## src/rtl/mandel_ui_pkg.sv

```systemverilog
// Shared FSM state type and default auto-repeat timing
// for the button command controller.
package mandel_ui_pkg;

  typedef enum logic [1:0] {
    IDLE,
    ISSUE,
    HOLD
  } btn_state_t;

  localparam int unsigned DEF_REPEAT_DELAY  = 25_000_000;
  localparam int unsigned DEF_REPEAT_PERIOD = 5_000_000;

  function automatic int unsigned umax(
    input int unsigned a,
    input int unsigned b
  );
    return (a > b) ? a : b;
  endfunction

endpackage

```

## src/rtl/btn_filter.sv

```systemverilog
// Two-flop synchroniser plus stability counter for one raw
// button; held flips only after 2^(COUNTER_SIZE-1) stable cycles.
module btn_filter #(
  parameter int COUNTER_SIZE = 19
) (
  input  logic clk,
  input  logic rst_n,
  input  logic raw,
  output logic held
);

  localparam logic [COUNTER_SIZE-1:0] LAST =
    COUNTER_SIZE'((1 << (COUNTER_SIZE - 1)) - 1);

  logic s1;
  logic s2;
  logic [COUNTER_SIZE-1:0] cnt;

  // Counter runs only while the synchronised level disagrees
  // with held; any bounce back to held restarts it.
  always_ff @(posedge clk or negedge rst_n) begin
    if (!rst_n) begin
      s1   <= 1'b0;
      s2   <= 1'b0;
      cnt  <= '0;
      held <= 1'b0;
    end else begin
      s1 <= raw;
      s2 <= s1;
      if (s2 == held) begin
        cnt <= '0;
      end else if (cnt == LAST) begin
        cnt  <= '0;
        held <= s2;
      end else begin
        cnt <= cnt + 1'b1;
      end
    end
  end

endmodule

```

## src/rtl/button_cmd_ctrl.sv

```systemverilog
// Debounced buttons -> valid/ready command stream with optional
// auto-repeat, enabled by defining BUTTON_CMD_AUTO_REPEAT_EN.
module button_cmd_ctrl
  import mandel_ui_pkg::*;
#(
  parameter int          NUM_BTN       = 4,
  parameter int          COUNTER_SIZE  = 19,
  parameter int unsigned REPEAT_DELAY  = DEF_REPEAT_DELAY,
  parameter int unsigned REPEAT_PERIOD = DEF_REPEAT_PERIOD
) (
  input  logic                       clk,
  input  logic                       rst_n,
  input  logic [NUM_BTN-1:0]         button,
  output logic                       cmd_valid,
  input  logic                       cmd_ready,
  output logic [$clog2(NUM_BTN)-1:0] cmd_id,
  output logic                       cmd_repeat,
  output logic [NUM_BTN-1:0]         held
);

  localparam int IW = $clog2(NUM_BTN);

  btn_state_t         state;
  btn_state_t         state_n;
  logic [NUM_BTN-1:0] held_q;
  logic [NUM_BTN-1:0] pending;
  logic [NUM_BTN-1:0] rise;
  logic [NUM_BTN-1:0] clr;
  logic [IW-1:0]      sel;
  logic [IW-1:0]      id_n;
  logic               any_pend;

  for (genvar i = 0; i < NUM_BTN; i++) begin : g_flt
    btn_filter #(
      .COUNTER_SIZE(COUNTER_SIZE)
    ) u_flt (
      .clk  (clk),
      .rst_n(rst_n),
      .raw  (button[i]),
      .held (held[i])
    );
  end

  assign rise      = held & ~held_q;
  assign any_pend  = |pending;
  assign cmd_valid = (state == ISSUE);

  always_comb begin
    sel = '0;
    for (int i = NUM_BTN - 1; i >= 0; i--) begin
      if (pending[i]) sel = IW'(i);
    end
  end

`ifdef BUTTON_CMD_AUTO_REPEAT_EN
  localparam int unsigned TMAX = umax(REPEAT_DELAY, REPEAT_PERIOD);
  localparam int TW = (TMAX > 1) ? $clog2(TMAX) : 1;

  logic [TW-1:0] timer;
  logic [TW-1:0] timer_n;
  logic          rep_q;
  logic          rep_n;

  always_ff @(posedge clk or negedge rst_n) begin
    if (!rst_n) begin
      timer <= '0;
      rep_q <= 1'b0;
    end else begin
      timer <= timer_n;
      rep_q <= rep_n;
    end
  end

  assign cmd_repeat = rep_q;
`else
  assign cmd_repeat = 1'b0;
`endif

  always_ff @(posedge clk or negedge rst_n) begin
    if (!rst_n) begin
      state   <= IDLE;
      cmd_id  <= '0;
      held_q  <= '0;
      pending <= '0;
    end else begin
      state   <= state_n;
      cmd_id  <= id_n;
      held_q  <= held;
      pending <= (pending & ~clr) | rise;
    end
  end

  always_comb begin
    state_n = state;
    id_n    = cmd_id;
    clr     = '0;
`ifdef BUTTON_CMD_AUTO_REPEAT_EN
    rep_n   = rep_q;
    timer_n = timer;
`endif
    unique case (state)
      IDLE: begin
        if (any_pend) begin
          state_n = ISSUE;
          id_n    = sel;
          clr     = NUM_BTN'(1) << sel;
`ifdef BUTTON_CMD_AUTO_REPEAT_EN
          rep_n   = 1'b0;
`endif
        end
      end
      ISSUE: begin
        if (cmd_ready) begin
          state_n = IDLE;
`ifdef BUTTON_CMD_AUTO_REPEAT_EN
          // A repeat keeps the period already loaded at expiry.
          if (held[cmd_id] && !any_pend) begin
            state_n = HOLD;
            if (!rep_q) timer_n = TW'(REPEAT_DELAY - 1);
          end
`endif
        end
      end
      HOLD: begin
`ifdef BUTTON_CMD_AUTO_REPEAT_EN
        if (!held[cmd_id] || any_pend) begin
          state_n = IDLE;
        end else if (timer <= TW'(1)) begin
          state_n = ISSUE;
          rep_n   = 1'b1;
          timer_n = TW'(REPEAT_PERIOD - 1);
        end else begin
          timer_n = timer - 1'b1;
        end
`else
        state_n = IDLE;
`endif
      end
      default: state_n = IDLE;
    endcase
  end

endmodule

```

## config.mk

```make
export PLATFORM = sky130hd
export DESIGN_NAME = button_cmd_ctrl
export DESIGN_NICKNAME = d
export VERILOG_FILES = /design/src/rtl/mandel_ui_pkg.sv /design/src/rtl/btn_filter.sv /design/src/rtl/button_cmd_ctrl.sv
export SDC_FILE = /design/constraint.sdc
export NUM_CORES = 1
export LEC_CHECK = 0
export ABC_AREA = 1
export CAP_MARGIN = 20
export CORE_ASPECT_RATIO = 1.4
export CORE_UTILIZATION = 55
export CTS_CLUSTER_SIZE = 8
export DETAILED_ROUTE_END_ITERATION = 6
export PLACE_DENSITY = 0.72
export SYNTH_ARGS = -nofsm -noshare
export SYNTH_HDL_FRONTEND = slang
export SYNTH_SLANG_ARGS = --single-unit
```

## constraint.sdc

```tcl
create_clock -name clk -period 2.9 [get_ports clk]
set_input_delay 0.58 -clock clk [delete_from_list [all_inputs] [get_ports clk]]
set_output_delay 0.58 -clock clk [all_outputs]
set_load 0.005 [all_outputs]
```

==> out/metrics.yaml <==
status: "finished clean"
drc: 0
ys_warn_count: 0
relSlewSlack_pct: 58.87
crit_arrival_ps: 1310
slew_viol_final: 0
area_growth_pct: 10.79
power_leakage_uw: 0.002485
yosys.area_share.xor_xnor_pct: 9.808
cp_cell_sequence: "clkdlybuf4s50_1"
core_um2: 8658
clk_pin_slew_worst_paths_ps: 70
row_count: 40
fp.dieH_um: 114.2
die_area_um2: 9388
timing.rr.start: "g_flt[0].u_flt.cnt[0]"
cp-start-kind: "flop"
netlist_area_um2: 4950
final_core_util_pct: 63.34
ff2ff_path_depth: 8
dr.pass1.iters: 4
clkLatencyLatePin_ps: 330
clock-sinks: 99
synth_cell_types: 32
drt_wl_total_mm: 8.362
nFillCells: 724
synth_mux_area_share_pct: 0
antenna_left: 0
grt.total_usage_pct: 20.21
worst_hold_path_type: "primary input to asynchronous set/reset pin"
antenna_found_initial: 0
gp_congestion: 0.8110
post_cts_buffers: 0
rsz0062_at_grt: "false"
fin_skew_ps: 7.254
slowest_stage: "clkdlybuf4s50_1"
final_common_cell: "nand2_1"
cp-end-kind: "output port"
htreeDepth: 3
reg2reg_setup_slack_ps: 1400
pin_count: 15
viasPerCell: 4.953
cp.buffers_inverters: 1
syn_area_per_cell_um2: 9.099
drv_cap: 0
path_delay_family: "buffers and inverters"
grt_pass1_vias: 3320
vias: 3338
wl_per_cell_um: 12.41
ff_latch_area_um2: 2477
fin_cells: 674
crit_path_max_fanout: 5
syn_nets: 555
cp_slowest_stage_delay_ps: 540
cts_tree: "built"
final_hold_viol_count: 0
drt_iter0_drc: 221
cts_buffers: 9
cp-startpoint: "g_flt[0].u_flt.held"
worst_slew_pin_slew_ps: 616.9
die_x_um: 82.18
tns_ps: 0
final_cell_mix: "nand2_1, nor2_1, dfrtp_1"
synthSimpleGateAreaFrac_pct: 31.95
portBuffers: 13
ir_drop_mv: 0.3845
grt_max_degree: 53
drive_gt1_share_pct: 16.17
fin_hold_ws_ps: 256.3
syn_inst: 544
multi_input_area_um2: 2215
initial_core_util_pct: 57.17
grt_first_pass_wirelength_mm: 14.52
r2r_end: "g_flt[0].u_flt.cnt[17]"
powerDensity_nw_per_um2: 487.2
fin_crit_ps: 1893
nets: 575
root_buffer: "clkbuf_16"
fin_crit_sh_pct: 65.28
max_freq_ghz: 0.5283
synth-compound-area-share_pct: 1.896
cts_buffer_depth: 2
hpwl_mm: 5.860
gr-total-overflow: 0
synth_fa_ha_area_share_pct: 1.011
critPathRequiredTime_ps: 2320
finalSetupViolations: 0
synth_top_family_by_area: "simple AND/OR/NAND/NOR gates"
n_antenna_cell: 0
crit_type: "flop to output port"
seq_area_frac_synth_pct: 50.05
ctsResizeCount: 0
dp.cells: 658
ys_seq_elements: 99
ctsHoldBuffers: 0
==> registers in the layout, summed over array words and instances (netlist names) <==
| signal | cells |
|---|---|
| g_flt.u_flt.cnt | 76 |
| g_flt.u_flt.held | 4 |
| g_flt.u_flt.s1 | 4 |
| g_flt.u_flt.s2 | 4 |
| held_q | 4 |
| pending | 4 |
| cmd_id | 2 |
| state | 1 |
==> worst max-delay path by stage <==
stage	cells after the start	endpoint
after floorplan	8	g_flt[1].u_flt.cnt[9]
after global placement	1	held[2]
after detailed placement	1	held[0]
after CTS	1	held[2]
after global routing	1	held[2]
final	1	held[0]
==> per-layer routing <==
metal | routed length, um | part of all wire, % | track usage [%] | up-vias
li1 | - | - | - | 1713
met1 | 3779 | 45 | 25.47 | 1595
met2 | 4339 | 52 | 34.27 | 21
met3 | 160 | 1.9 | 3.745 | 9
met4 | 83 | 0.99 | 7.018 | 0
met5 | 0 | 0 | 0 | -
==> final cells by class <==
type                       instances  area share (%)
timing repair buffer              14           2.692
sequential                        99           45.17
clock inverter                     1         0.09126
tap                              105           2.396
clock buffer                      15           5.248
inverter                          58           4.016
multi-input combinational        382           40.38
==> synth_stat cells, drive strengths merged <==
cell,instances,area (um2)
conb,1,3.750
nand3,40,240.2
nor2,139,715.7
a21oi,6,30.03
xnor2,24,240.2
ha,4,50.05
and2,1,6.260
inv,58,220.2
buf,5,37.54
nand4,7,50.05
nand3b,1,20.02
o31ai,1,7.510
o21ai,8,43.79
nor3,5,25.02
dfrtp,99,2477
nand2,115,524.3
o22ai,2,12.51
xor2,28,245.2
==> where the power goes <==
| group | leakage, uW | switching (uW) | total, uW | internal [uW] |
|---|---|---|---|---|
| logic | 0.000984 | 66.7 | 99.1 | 32.4 |
| clock network | 0.000146 | 482 | 1160 | 676 |
| registers | 0.00135 | 15.1 | 1420 | 1400 |
==> through the flow <==
step,worst slack [ps],total power [uW],area (um2)
3_5_place_dp,1340,1543,5191
3_3_place_gp,1376,1540,5191
2_1_floorplan,1553,1490,4950
5_1_grt,946.1,2759,5484
6_report,1007,2672,5484
4_1_cts,990.7,2700,5484
==> logic make-up (layout without fill, tap and decap cells) <==
group | count (synthesis) | in the layout
AO/OA/AOI/OAI | 17 | 17
adder cells (fa/ha/maj) | 4 | 4
AND/OR/NAND/NOR | 308 | 308
flip-flops | 99 | 99
buffers and inverters | 63 | 88
XOR/XNOR | 52 | 52
other | 1 | 1
Note: power is estimated with default switching activity, not from simulation.
